$ cat config.mk
export PLATFORM = sky130hd
export DESIGN_NAME = ethernet_rx_hdr_parser
export DESIGN_NICKNAME = d
export VERILOG_FILES = /design/src/rtl/eth_pkg.sv /design/src/rtl/eth_axis_skid_buf.sv /design/src/rtl/ethernet_rx_hdr_parser.sv
export SDC_FILE = /design/constraint.sdc
export NUM_CORES = 1
export LEC_CHECK = 0
export BUFFER_PORTS_ARGS = -buffer_cell sky130_fd_sc_hd__buf_2
export CAP_MARGIN = 20
export CORE_ASPECT_RATIO = 1.4
export CORE_MARGIN = 2
export CORE_UTILIZATION = 30
export CTS_BUF_LIST = sky130_fd_sc_hd__clkbuf_4 sky130_fd_sc_hd__clkbuf_8 sky130_fd_sc_hd__clkbuf_16
export DETAILED_ROUTE_END_ITERATION = 12
export GPL_TIMING_DRIVEN = 0
export SYNTH_ARGS = -nofsm -noshare
export SYNTH_HDL_FRONTEND = slang
export SYNTH_SLANG_ARGS = --single-unit
$ cat constraint.sdc
create_clock -name i_clk -period 3.96 [get_ports i_clk]
set_input_delay 0.198 -clock i_clk [delete_from_list [all_inputs] [get_ports i_clk]]
set_output_delay 0.198 -clock i_clk [all_outputs]
set_load 0.005 [all_outputs]
$ cat src/rtl/eth_pkg.sv
// Shared Ethernet II definitions for the rx header parser: header geometry,
// well-known ethertypes, the broadcast address, header struct and parser states.
package eth_pkg;

  localparam int ETH_HDR_BYTES = 14;

  localparam logic [15:0] ETHERTYPE_IPV4 = 16'h0800;
  localparam logic [15:0] ETHERTYPE_ARP  = 16'h0806;
  localparam logic [47:0] ETH_BCAST_MAC  = 48'hFFFF_FFFF_FFFF;

  typedef struct packed {
    logic [47:0] dest;
    logic [47:0] src;
    logic [15:0] ethertype;
  } eth_hdr_t;

  typedef enum logic [1:0] {
    ST_HDR     = 2'd0,
    ST_PAYLOAD = 2'd1,
    ST_DROP    = 2'd2
  } rx_hdr_state_t;

endpackage

$ cat src/rtl/eth_axis_skid_buf.sv
// Two-entry AXI-stream skid buffer: registered tvalid/tdata/tlast on the output
// and a registered ready on the input, giving full throughput with one cycle of latency.
module eth_axis_skid_buf #(
  parameter int DATA_W = 8
) (
  input  logic              i_clk,
  input  logic              i_reset_n,
  input  logic [DATA_W-1:0] s_tdata,
  input  logic              s_tvalid,
  input  logic              s_tlast,
  output logic              s_trdy,
  output logic [DATA_W-1:0] m_tdata,
  output logic              m_tvalid,
  output logic              m_tlast,
  input  logic              m_trdy
);

  logic              out_vld_q, out_vld_d;
  logic [DATA_W-1:0] out_data_q, out_data_d;
  logic              out_last_q, out_last_d;
  logic              skid_vld_q, skid_vld_d;
  logic [DATA_W-1:0] skid_data_q, skid_data_d;
  logic              skid_last_q, skid_last_d;
  logic              rdy_q, rdy_d;
  logic              in_fire;

  assign in_fire  = s_tvalid & rdy_q;
  assign s_trdy   = rdy_q;
  assign m_tdata  = out_data_q;
  assign m_tvalid = out_vld_q;
  assign m_tlast  = out_last_q;

  always_comb begin
    out_vld_d   = out_vld_q;
    out_data_d  = out_data_q;
    out_last_d  = out_last_q;
    skid_vld_d  = skid_vld_q;
    skid_data_d = skid_data_q;
    skid_last_d = skid_last_q;
    // Output register free: refill from the skid entry first to keep byte order.
    if (!out_vld_q || m_trdy) begin
      if (skid_vld_q) begin
        out_vld_d  = 1'b1;
        out_data_d = skid_data_q;
        out_last_d = skid_last_q;
        skid_vld_d = 1'b0;
      end else begin
        out_vld_d = in_fire;
        if (in_fire) begin
          out_data_d = s_tdata;
          out_last_d = s_tlast;
        end
      end
    end else if (in_fire) begin
      skid_vld_d  = 1'b1;
      skid_data_d = s_tdata;
      skid_last_d = s_tlast;
    end
    rdy_d = ~skid_vld_d;
  end

  always_ff @(posedge i_clk or negedge i_reset_n) begin
    if (!i_reset_n) begin
      out_vld_q  <= 1'b0;
      out_data_q <= '0;
      out_last_q <= 1'b0;
      skid_vld_q <= 1'b0;
      rdy_q      <= 1'b0;
    end else begin
      out_vld_q  <= out_vld_d;
      out_data_q <= out_data_d;
      out_last_q <= out_last_d;
      skid_vld_q <= skid_vld_d;
      rdy_q      <= rdy_d;
    end
  end

  always_ff @(posedge i_clk) begin
    skid_data_q <= skid_data_d;
    skid_last_q <= skid_last_d;
  end

endmodule

$ cat src/rtl/ethernet_rx_hdr_parser.sv
// Ethernet II rx header parser: strips the 14-byte header into sideband fields and
// forwards payload bytes. Define ETH_RX_MAC_FILTER_EN to drop frames not addressed to i_mac_addr/broadcast.
module ethernet_rx_hdr_parser
  import eth_pkg::*;
#(
  parameter int AXI_DATA_WIDTH  = 8,
  parameter int MAC_ADDR_WIDTH  = 48,
  parameter int ETHERTYPE_WIDTH = 16
) (
  input  logic                       i_clk,
  input  logic                       i_reset_n,
  input  logic [AXI_DATA_WIDTH-1:0]  s_axis_tdata,
  input  logic                       s_axis_tvalid,
  input  logic                       s_axis_tlast,
  output logic                       s_axis_trdy,
  output logic [AXI_DATA_WIDTH-1:0]  m_axis_tdata,
  output logic                       m_axis_tvalid,
  output logic                       m_axis_tlast,
  input  logic                       m_axis_trdy,
  output logic [MAC_ADDR_WIDTH-1:0]  m_hdr_dest_mac,
  output logic [MAC_ADDR_WIDTH-1:0]  m_hdr_src_mac,
  output logic [ETHERTYPE_WIDTH-1:0] m_hdr_ethertype,
  output logic                       m_hdr_valid,
  input  logic [MAC_ADDR_WIDTH-1:0]  i_mac_addr,
  output logic                       o_runt_err,
  output logic                       o_frame_drop
);

  localparam logic [3:0] HDR_LAST_IDX = 4'(ETH_HDR_BYTES - 1);

  rx_hdr_state_t                        state_q, state_d;
  logic [3:0]                           cnt_q, cnt_d;
  logic [8*(ETH_HDR_BYTES-1)-1:0]       shadow_q, shadow_d;
  eth_hdr_t                             hdr_q, hdr_d, hdr_next;
  logic                                 hdr_vld_q, hdr_vld_d;
  logic                                 runt_q, runt_d;
  logic                                 drop_q, drop_d;
  logic                                 en_q;
  logic                                 in_fire, hdr_last, pass, out_done;
  logic                                 skid_s_valid, skid_s_trdy;

  assign hdr_last     = (cnt_q == HDR_LAST_IDX);
  assign hdr_next     = {shadow_q, s_axis_tdata};
  assign in_fire      = s_axis_tvalid & s_axis_trdy;
  assign out_done     = m_axis_tvalid & m_axis_trdy & m_axis_tlast;
  assign skid_s_valid = s_axis_tvalid & (state_q == ST_PAYLOAD);

`ifdef ETH_RX_MAC_FILTER_EN
  assign pass = (hdr_next.dest == i_mac_addr) || (hdr_next.dest == ETH_BCAST_MAC);
`else
  logic unused_mac;
  assign unused_mac = ^i_mac_addr;
  assign pass       = 1'b1;
`endif

  // The last header byte waits until the previous frame's header has been released,
  // so the sideband fields never change under a frame still draining downstream.
  always_comb begin
    s_axis_trdy = 1'b0;
    case (state_q)
      ST_HDR:     s_axis_trdy = en_q & ~(hdr_last & hdr_vld_q);
      ST_PAYLOAD: s_axis_trdy = skid_s_trdy;
      ST_DROP:    s_axis_trdy = en_q;
      default:    s_axis_trdy = 1'b0;
    endcase
  end

  always_comb begin
    state_d   = state_q;
    cnt_d     = cnt_q;
    shadow_d  = shadow_q;
    hdr_d     = hdr_q;
    hdr_vld_d = hdr_vld_q;
    runt_d    = 1'b0;
    drop_d    = 1'b0;
    if (out_done) hdr_vld_d = 1'b0;
    case (state_q)
      ST_HDR: begin
        if (in_fire) begin
          shadow_d = {shadow_q[8*(ETH_HDR_BYTES-2)-1:0], s_axis_tdata};
          if (s_axis_tlast) begin
            runt_d = 1'b1;
            cnt_d  = 4'd0;
          end else if (hdr_last) begin
            cnt_d = 4'd0;
            hdr_d = hdr_next;
            if (pass) begin
              hdr_vld_d = 1'b1;
              state_d   = ST_PAYLOAD;
            end else begin
              state_d = ST_DROP;
            end
          end else begin
            cnt_d = cnt_q + 4'd1;
          end
        end
      end
      ST_PAYLOAD: if (in_fire && s_axis_tlast) state_d = ST_HDR;
      ST_DROP: begin
        if (in_fire && s_axis_tlast) begin
          drop_d  = 1'b1;
          state_d = ST_HDR;
        end
      end
      default: state_d = ST_HDR;
    endcase
  end

  always_ff @(posedge i_clk or negedge i_reset_n) begin
    if (!i_reset_n) begin
      state_q   <= ST_HDR;
      cnt_q     <= 4'd0;
      shadow_q  <= '0;
      hdr_q     <= '0;
      hdr_vld_q <= 1'b0;
      runt_q    <= 1'b0;
      drop_q    <= 1'b0;
      en_q      <= 1'b0;
    end else begin
      state_q   <= state_d;
      cnt_q     <= cnt_d;
      shadow_q  <= shadow_d;
      hdr_q     <= hdr_d;
      hdr_vld_q <= hdr_vld_d;
      runt_q    <= runt_d;
      drop_q    <= drop_d;
      en_q      <= 1'b1;
    end
  end

  eth_axis_skid_buf #(
    .DATA_W (AXI_DATA_WIDTH)
  ) u_skid (
    .i_clk     (i_clk),
    .i_reset_n (i_reset_n),
    .s_tdata   (s_axis_tdata),
    .s_tvalid  (skid_s_valid),
    .s_tlast   (s_axis_tlast),
    .s_trdy    (skid_s_trdy),
    .m_tdata   (m_axis_tdata),
    .m_tvalid  (m_axis_tvalid),
    .m_tlast   (m_axis_tlast),
    .m_trdy    (m_axis_trdy)
  );

  assign m_hdr_dest_mac  = hdr_q.dest;
  assign m_hdr_src_mac   = hdr_q.src;
  assign m_hdr_ethertype = hdr_q.ethertype;
  assign m_hdr_valid     = hdr_vld_q;
  assign o_runt_err      = runt_q;
  assign o_frame_drop    = drop_q;

endmodule

==> impl_metrics.toml, run 1 <==
[logic_synthesis]
syn-cell-area_um2 = 9525
seq_area_frac_synth = 0.6484
ys_types = 33
syn_area_per_cell_um2 = 17.26
synth_seq_cells = 245
syn-num-nets = 615
yosys_warnings = 0
syn_inst = 552

[layout]
n_fill_cell = 2983
post-route-util = 0.3752
fin_nets = 794
final_common_cell = "dfrtp_1"
drive_gt1_frac = 0.5952
synthToLayoutAreaGrowth_pct = 23.71
postLayoutCellArea_um2 = 11780
final_cell_mix = "dfrtp_1, mux2_2, buf_2, mux2_4, clkbuf_16"
layout.cells.non_filler = 1146
n_antenna_cell = 0

[timing]
relSlewSlack = 0.4530
period_share = 0.6543
rsz0062_at_grt = "false"
hold_viol_final = 0
skew_ns = 0.01635
finalSetupViolations = 0
timing.fmax_mhz = 385.9
slew_violations = 0
worst_pin_slew_ns = 0.8174
tns_ns = 0
min_period_ns = 2.591

[drt]
via_per_inst = 4.409
antenna_left = 0
wl_per_cell_um = 17.12
vias = 5053
wirelength_um = 19620
drt-initial-drc-count = 111
drc = 0
firstDrtPassIters = 4

[clock_network]
h-tree-depth = 1
numClockSinks = 245
worstSkewPairLatency_ns = 0.53
cts_tree = "yes"
cts_made_buffers = 26
clkTransAtPathRegs_ns = 0.06
root_buffer = "clkbuf_16"
ctsLongestPathBuffers = 3

[placement]
placed_area_um2 = 10770
dp_hpwl_um = 13570
portBuffers = 137
gp_congestion = 0.7034
dp.cells = 1086

[critical_path]
critPathKind = "reg2reg"
required_ns = 4.37
path_buf_inv = 4
cp_top_family = "buffers and inverters"
cp_slowest_cell = "clkbuf_1"
worstSetupStartpointType = "flip-flop"
path_cells = "inv_1 -> ha_1 -> nand4_1 -> nand3_1 -> clkbuf_1 -> buf_2 -> buf_2 -> mux2_2"
crit_start = "cnt_q[1]$_DFFE_PN0P_"
crit_path_frequent_cell = "buf_2"
cp.arrival_ns = 3.00
reg2reg_from = "cnt_q[1]$_DFFE_PN0P_"
cpPeakStageDelay_ns = 0.46
worstPathMaxFanout = 10
critPathCaptureType = "flip-flop"

[worst_hold_path]
hp-class = "in2async"

[flow_run]
cap_violations = 0

[global_route]
grt_pass1_vias = 5429
grt_first_pass_wirelength_um = 32100
grt_antenna_before_repair = 0
grt_max_degree = 89
grtUsageTotal = 0.1222
grt-ovfl-total = 0

[power_and_ir_drop]
peakVddDrop_uv = 363.0
finalPower_mw = 8.257
power_density_nw_per_um2 = 700.7
p_leak_nw = 6.070

[outcome]
outcome = "completed"

[die]
num_io_pins = 187
die_height_um = 214.8
die_w_um = 154.6
rows = 77
die-area_um2 = 33210
initial_core_util = 0.3033
core_area_um2 = 31410
where the power goes:
group	switching (mW)	internal [mW]
Clock	1.01	1.51
Combinational	0.575	1.13
Sequential	0.636	3.40
layer usage:
layer  global-route usage  routed length [µm]  part of all wire
met1               0.1551                8408              0.43
met2               0.2079                9672              0.49
met3              0.02863                1132             0.058
met4              0.03488                 410             0.021
met5                    0                   0                 0
repair_timing:
| action | CTS | global route |
|---|---|---|
| hold buffers | 12 | 0 |
| hold endpoints to repair | 101 | 0 |
| resized for setup | 0 | 0 |
| setup buffers | 0 | 0 |
worst reg2reg max path, stage by stage, from the launching register on:
cell and delay, ns:
dfrtp_1 0.43, inv_1 0.08, ha_1 0.20, nand4_1 0.13, nand3_1 0.11, clkbuf_1 0.46, buf_2 0.37, buf_2 0.33
mux2_2 0.37
final timing paths:
path / slack (ns) / cells past startpoint / endpoint
max in group asynchronous: 2.47 / 4 / shadow_q[1]$_DFFE_PN0P_
setup reg to reg: 1.37 / 8 / shadow_q[55]$_DFFE_PN0P_
hold reg to reg: 0.50 / 1 / m_hdr_dest_mac[44]$_DFFE_PN0P_
setup / recovery: 1.37 / 8 / shadow_q[55]$_DFFE_PN0P_
hold / removal: 0.24 / 2 / m_hdr_src_mac[43]$_DFFE_PN0P_
min in group i_clk: 0.44 / 2 / u_skid.skid_data_q[2]$_DFFE_PP_
through the flow:
stage	hold WS, ns	worst slack, ns
2_1_floorplan	-0.09759	1.944
3_3_place_gp	0.4291	-1.628
3_5_place_dp	0.2178	1.223
4_1_cts	0.2336	1.198
5_1_grt	0.2751	1.081
6_report	0.2448	1.369
sequential cells by signal, indices dropped and copies added, names as in the netlist:
| register | cells |
|---|---|
| shadow_q | 104 |
| m_hdr_valid | 1 |
| en_q | 1 |
| u_skid.skid_vld_q | 1 |
| m_hdr_dest_mac | 48 |
| u_skid.s_trdy | 1 |
| m_hdr_ethertype | 16 |
| u_skid.skid_data_q | 8 |
| cnt_q | 4 |
| u_skid.m_tvalid | 1 |
| u_skid.skid_last_q | 1 |
| state_q | 1 |
| o_runt_err | 1 |
| m_hdr_src_mac | 48 |
| u_skid.m_tlast | 1 |
| u_skid.m_tdata | 8 |
final cells by class:
cell class / instances / area [µm²] / share of cell area
well taps: 395 / 494.2 / 0.04194
clock buffers: 39 / 784.5 / 0.06657
clock inverters: 9 / 108.9 / 0.009238
repair buffers: 151 / 870.8 / 0.07390
multi-input cells: 276 / 3149 / 0.2673
inverters: 4 / 15.01 / 0.001274
flip-flops and latches: 245 / 6176 / 0.5241
plain buffers: 27 / 185.2 / 0.01571
kinds of logic (layout without fill, tap and decap cells):
logic type / Yosys count / count (layout) / synth area share
fa+ha+maj: 2 / 2 / 0.002627
flops: 245 / 245 / 0.6484
buf+inv: 31 / 230 / 0.02102
other cells: 2 / 2 / 0.0007884
mux: 233 / 233 / 0.3026
compound gates: 13 / 13 / 0.01012
simple gates: 26 / 26 / 0.01445
cells in the mapped netlist (all sizes together):
master / number / share of area
ha: 2 / 0.0026
nand3: 6 / 0.0032
a22o: 2 / 0.0018
buf: 25 / 0.019
o21ai: 1 / 0.00052
nor2: 3 / 0.0012
nand3b: 1 / 0.00079
or4: 1 / 0.00079
mux2: 233 / 0.30
nand2b: 2 / 0.0013
conb: 2 / 0.00079
a21o: 2 / 0.0016
or3: 1 / 0.00066
nand2: 5 / 0.0020
or2: 1 / 0.00066
o2bb2ai: 1 / 0.00092
edfxtp: 9 / 0.028
nand4: 1 / 0.00066
nor2b: 1 / 0.00066
a31oi: 1 / 0.00066
and3: 1 / 0.00066
a211o: 1 / 0.00092
nor4: 3 / 0.0020
o22ai: 1 / 0.00066
inv: 4 / 0.0016
o211a: 1 / 0.0011
clkbuf: 2 / 0.00079
a21oi: 3 / 0.0020
dfrtp: 236 / 0.62
No activity file was read; power rests on OpenSTA's default activity.
==> run 2, diff against run 1 <==
ABC_AREA = 1   (was not set)
clock period = 2.1 ns   (was 3.96 ns; I/O delays follow)
==> run 2 against run 1 <==
First-iteration DRC count increased to 4.0 times the previous value. Clock-buffer cell count decreased by 7. Area after synthesis increased by 1.5%. Core utilization increased by 0.18 points. Sequential share of layout area decreased by 0.72 points. Synthesized cell count increased by 92%. Critical path type unchanged. Largest power group unchanged. Highest routed layer unchanged.
==> impl_metrics.toml, run 2 <==
[layout]
synthToLayoutAreaGrowth_pct = 23.63
final_cell_mix = "nand2_1, dfrtp_1, buf_2, nand4_1, clkbuf_1"
postLayoutCellArea_um2 = 11950
seqCellArea_um2 = 6176
drive_gt1_frac = 0.1864
fin_nets = 1306
multi_input_area_um2 = 3131
n_fill_cell = 3219
post-route-util = 0.3770
regMostFlops = "shadow_q"
final_common_cell = "nand2_1"
largest_reg_flops = 104

[clock_network]
cts_made_buffers = 25
ctsLongestPathBuffers = 3
h-tree-depth = 1
clkTransAtPathRegs_ns = 0.07
root_buffer = "clkbuf_16"
worstSkewPairLatency_ns = 0.53
cts_tree = "yes"
numClockSinks = 245

[logic_synthesis]
synth-simple-area-share = 0.3091
ys_top_cells_by_count = "nand2_1, dfrtp_1, nand4_1, clkbuf_1, buf_2"
post_synth_fa_ha_maj_area_fraction = 0.002589
synth_seq_cells = 245
yosysTopAreaCellShare = 0.6110
synthArstFlopShare = 0.9633
ys_types = 23
synth_xor_area_frac = 0.001812
yosysMostFrequentCell = "nand2_1"
seq_area_frac_synth = 0.6390
syn-num-nets = 1122
synth_mux_area_frac = 0
syn_inst = 1059
synth_area_leader_cell = "dfrtp_1"
synthTopCellsByArea = "dfrtp_1, nand2_1, nand4_1, edfxtp_1, buf_2"
yosys_warnings = 0
synth_compound_gate_area_share = 0.007767
synthFlopType = "dfrtp_1"
synth_top_family_by_area = "simple AND/OR/NAND/NOR gates"
synth_edf_count = 9
syn-cell-area_um2 = 9666
syn_area_per_cell_um2 = 9.127

[placement]
gp_congestion = 0.8376
portBuffers = 137
dp_hpwl_um = 17960
placed_area_um2 = 10880

[power_and_ir_drop]
power_density_nw_per_um2 = 907.3
peakVddDrop_uv = 365.8
p_leak_nw = 6.755

[global_route]
grtUsageMet3 = 0.02280
grt_use_met2 = 0.2745
grt_pass1_vias = 7671
met1_usage = 0.1868
grt_first_pass_wirelength_um = 41230
top_usage_layer = "met2"
grt_antenna_before_repair = 1
grt_max_degree = 125
grt-ovfl-total = 0
grtUsageTotal = 0.1533

[timing]
tns_ns = 0
hold_viol_final = 0
relSlewSlack = 0.4020
period_share = 0.9445
finalSetupViolations = 0
slew_violations = 0
whs_ns = 0.2285
min_period_ns = 1.983
skew_ns = 0.01504
timing.fmax_mhz = 504.2
worst_pin_slew_ns = 0.8969

[die]
initial_core_util = 0.3049
num_io_pins = 187
die_height_um = 216.4
rows = 77
die-area_um2 = 33690
core_area_um2 = 31700
die_w_um = 155.7

[drt]
wl_per_cell_um = 15.56
drc = 0
via_per_inst = 4.615
drt-initial-drc-count = 449
vias = 7647
antenna_left = 0
firstDrtPassIters = 5
wirelength_um = 25780

[critical_path]
critPathKind = "reg2reg"
required_ns = 2.50
worstSetupStartpointType = "flip-flop"
critPathCaptureType = "flip-flop"
cp.arrival_ns = 2.38
worstPathMaxFanout = 10

[worst_hold_path]
hp-class = "in2async"

[outcome]
outcome = "completed"

[flow_run]
cap_violations = 0
[run 2: cell types whose count changed after synthesis, moves of 8 or more]
cell | previous run | this run
nor2_1 | 3 | 16
buf_6 | 8 | 0
nand2_1 | 5 | 572
mux2_2 | 164 | 0
buf_2 | 16 | 28
clkbuf_1 | 2 | 35
mux2_4 | 69 | 0
nand4_1 | 1 | 116
a31oi_1 | 1 | 9
[run 2: per-stage QoR]
step                power (mW)  cells  setup WS (ns)
CTS                      10.98   1654        0.02895
finish                   10.84   1657         0.1166
detailed placement       6.359   1592        -0.2663
global route             11.34   1657     -0.0008313
floorplan                5.931   1059         0.4193
global placement         6.316   1591         -3.280
[run 2: layout make-up]
class | count | area share
buffer | 72 | 0.02901
timing repair buffer | 158 | 0.07665
clock buffer | 32 | 0.05885
inverter | 11 | 0.003455
tap | 395 | 0.04136
antenna | 1 | 0.0002094
sequential | 245 | 0.5169
multi-input combinational | 730 | 0.2620
clock inverter | 13 | 0.01162
[run 2: logic make-up (layout without fill, tap and decap cells)]
family                     Yosys count  in the layout
adders and majority gates            2              2
xor gates and xnor gates             2              2
DFF                                245            245
other                                2              3
buffers and inverters               84            286
AOI/OAI and AO/OA                   12             12
and+or+nand+nor                    712            712
[run 2: path summary, 6_finish.rpt]
path | to | slack (ns) | start | cells past startpoint
worst min-delay path | m_hdr_dest_mac[36]$_DFFE_PN0P_ | 0.23 | i_reset_n | 2
worst max register to register | m_hdr_dest_mac[17]$_DFFE_PN0P_ | 0.12 | cnt_q[1]$_DFFE_PN0P_ | 9
worst min register to register | m_hdr_dest_mac[34]$_DFFE_PN0P_ | 0.47 | m_hdr_dest_mac[34]$_DFFE_PN0P_ | 2
max in group asynchronous | shadow_q[38]$_DFFE_PN0P_ | 0.78 | i_reset_n | 3
worst max-delay path | m_hdr_dest_mac[17]$_DFFE_PN0P_ | 0.12 | cnt_q[1]$_DFFE_PN0P_ | 9
min in group i_clk | u_skid.skid_data_q[3]$_DFFE_PP_ | 0.36 | s_axis_tdata[3] | 2
[run 2: critical path, stage by stage (launching register included)]
cell and delay (ns):
dfrtp_1 0.41, inv_1 0.08, ha_1 0.16, nand3_1 0.15
nor2_4 0.19, nand4_1 0.25, buf_4 0.28, buf_2 0.20
nand2_1 0.08, nand2_1 0.05
[run 2: power breakdown]
group	internal, mW	switching [mW]	leakage, nW
clock	2.72	1.83	0.421
sequential	5.17	0.416	3.28
combinational	0.265	0.443	3.06
[run 2: repair_timing]
item | in CTS | in global routing
pin swaps | 2 | 3
hold buffers | 12 | 0
endpoints found under the hold margin | 152 | 0
setup endpoints to repair | 179 | 134
buffers inserted | 5 | 3
resized for setup | 6 | 11
[run 2: metal layers]
metal	vias to the layer above	wire [µm]
li1	3792	-
met1	3647	10790
met2	159	13220
met3	49	1020
met4	0	750
met5	-	0
==> run 3, diff against run 2 <==
HOLD_SLACK_MARGIN = 0.03   (was not set)
PLACE_DENSITY_LB_ADDON = 0.05   (was not set)
REMOVE_ABC_BUFFERS = 1   (was not set)
==> run 3 against run 2 <==
Fmax is 0.80% higher. Die area is the same. Via count down 2.3%. Register-to-register slack improved by 0.02 ns. Critical path depth grew 2. Clock-buffer cell count rose by 8. Clock skew decreased by 0.0058 ns. Clock power is 2% higher. Routed wire length up 0.24%. Worst hold slack worse by 0.18 ns. Largest cell class unchanged. Largest power group unchanged.
==> impl_metrics.toml, run 3 (synthesized netlist as in run 2, its figures left out) <==
[critical_path]
path_cells = "inv_1 -> ha_1 -> nand3_2 -> nor2_4 -> nand4_1 -> buf_4 -> buf_4 -> buf_8 -> buf_8 -> nand2_1 -> nand2_1"
required_ns = 2.52
worstSetupStartpointType = "flip-flop"
critPathKind = "reg2reg"
cp_slowest_cell = "dfrtp_1"
worstPathMaxFanout = 21
cpPeakStageDelay_ns = 0.40
critPathCaptureType = "flip-flop"
cp.arrival_ns = 2.38

[timing]
fin_ws_ns = 0.1324
slew_violations = 0
hold_viol_final = 0
worst_pin_slew_ns = 0.8513
period_share = 0.9370
rsz0062_at_grt = "true"
whs_ns = 0.05255
min_period_ns = 1.968
skew_ns = 0.009217
relSlewSlack = 0.4304
finalSetupViolations = 0
timing.fmax_mhz = 508.2
tns_ns = 0

[drt]
via_per_inst = 4.655
vias = 7472
firstDrtPassIters = 6
antenna_left = 0
drt-initial-drc-count = 411
wirelength_um = 25840
drc = 0
wl_per_cell_um = 16.10

[global_route]
grt_pass1_vias = 7757
grt-ovfl-total = 0
grt_first_pass_wirelength_um = 42410
grt_max_degree = 106
grtUsageTotal = 0.1547
grt_antenna_before_repair = 0

[clock_network]
clkTransAtPathRegs_ns = 0.06
cts_made_buffers = 26
h-tree-depth = 1
worstSkewPairLatency_ns = 0.53
numClockSinks = 245
root_buffer = "clkbuf_16"
ctsLongestPathBuffers = 3
cts_tree = "yes"

[layout]
post-route-util = 0.3825
regMostFlops = "shadow_q"
fin_nets = 1257
final_common_cell = "nand2_1"
final_cell_mix = "nand2_1, dfrtp_1, buf_2, nand4_1, clkbuf_16"
largest_reg_flops = 104
n_fill_cell = 3258
drive_gt1_frac = 0.1835
synthToLayoutAreaGrowth_pct = 25.45
n_antenna_cell = 0

[die]
die_height_um = 216.4
num_io_pins = 187
core_area_um2 = 31700
die_w_um = 155.7
initial_core_util = 0.3049
rows = 77
die-area_um2 = 33690

[placement]
gp_congestion = 0.6922
place_ws_ns = -0.7779
portBuffers = 137
dp_hpwl_um = 14680

[power_and_ir_drop]
peakVddDrop_uv = 476.3
power_density_nw_per_um2 = 897.7
p_leak_nw = 6.777

[outcome]
outcome = "completed"

[flow_run]
cap_violations = 0

[worst_hold_path]
hp-class = "in2async"
## run 3: cell types whose count changed in the layout (fill, tap and decap cells not counted), moves of 3 or more
cell       before  now
clkbuf_1       29    0
clkbuf_8        4    7
clkinv_1        4    1
buf_8           1    4
buf_4          17    7
buf_12          1    9
buf_16          1    9
clkbuf_16      25   28
clkinv_2        6    3
clkbuf_4        3    6
clkbuf_2        5    0
buf_2         162  136
## run 3: worst max-delay path, delay by kind of cell, from the launching register on
kind	cells	cell delay, ns
AND/OR/NAND/NOR	5	0.52
buffers and inverters	5	0.71
adder cells (fa/ha/maj)	1	0.19
flip-flops	1	0.40
## run 3: final timing paths
check	start	to	slack (ns)	depth (start not counted)
max	cnt_q[1]$_DFFE_PN0P_	m_hdr_dest_mac[37]$_DFFE_PN0P_	0.13	11
min	i_reset_n	m_hdr_ethertype[3]$_DFFE_PN0P_	0.05	2
max reg2reg	cnt_q[1]$_DFFE_PN0P_	m_hdr_dest_mac[37]$_DFFE_PN0P_	0.13	11
min reg2reg	shadow_q[102]$_DFFE_PN0P_	shadow_q[102]$_DFFE_PN0P_	0.47	2
max in group asynchronous	i_reset_n	m_hdr_dest_mac[20]$_DFFE_PN0P_	0.73	4
min in group i_clk	s_axis_tdata[4]	u_skid.skid_data_q[4]$_DFFE_PP_	0.33	2
## run 3: repair_timing
action                                 4_1_cts  5_1_grt
hold buffers                                12        0
setup endpoints to repair                  221      103
resized for setup                            8        5
pin swaps                                    5        1
endpoints found under the hold margin      171        0
gates cloned                                 1        2
setup buffers                                8        0
## run 3: area by class of cell
class / instances / area, µm² / area share
tap: 395 / 494.2 / 0.04076
timing repair buffer: 178 / 1366 / 0.1127
multi-input combinational: 732 / 3172 / 0.2616
inverter: 11 / 53.80 / 0.004437
clock buffer: 40 / 817.0 / 0.06738
clock inverter: 4 / 45.04 / 0.003715
sequential: 245 / 6177 / 0.5094
## run 3: per-stage QoR
stage / instance area (µm²) / instances / power (mW)
3_5_place_dp: 11010 / 1540 / 6.288
6_report: 12130 / 1605 / 10.88
3_3_place_gp: 10510 / 1518 / 6.223
5_1_grt: 12130 / 1605 / 11.43
2_1_floorplan: 9330 / 986 / 5.902
4_1_cts: 12080 / 1604 / 11.07
## run 3: report_power, final
part	leakage, nW	internal, mW	switching, mW
Clock	0.437	2.78	1.88
Sequential	3.28	5.17	0.316
Combinational	3.06	0.287	0.457
## run 3: layer usage
layer / vias to the layer above / track usage / part of all wire / wire, µm
met1: 3629 / 0.2122 / 0.47 / 12190
met3: 23 / 0.02519 / 0.043 / 1118
li1: 3684 / - / - / -
met2: 136 / 0.2560 / 0.47 / 12170
met5: - / 0 / 0 / 0
met4: 0 / 0.03853 / 0.014 / 362
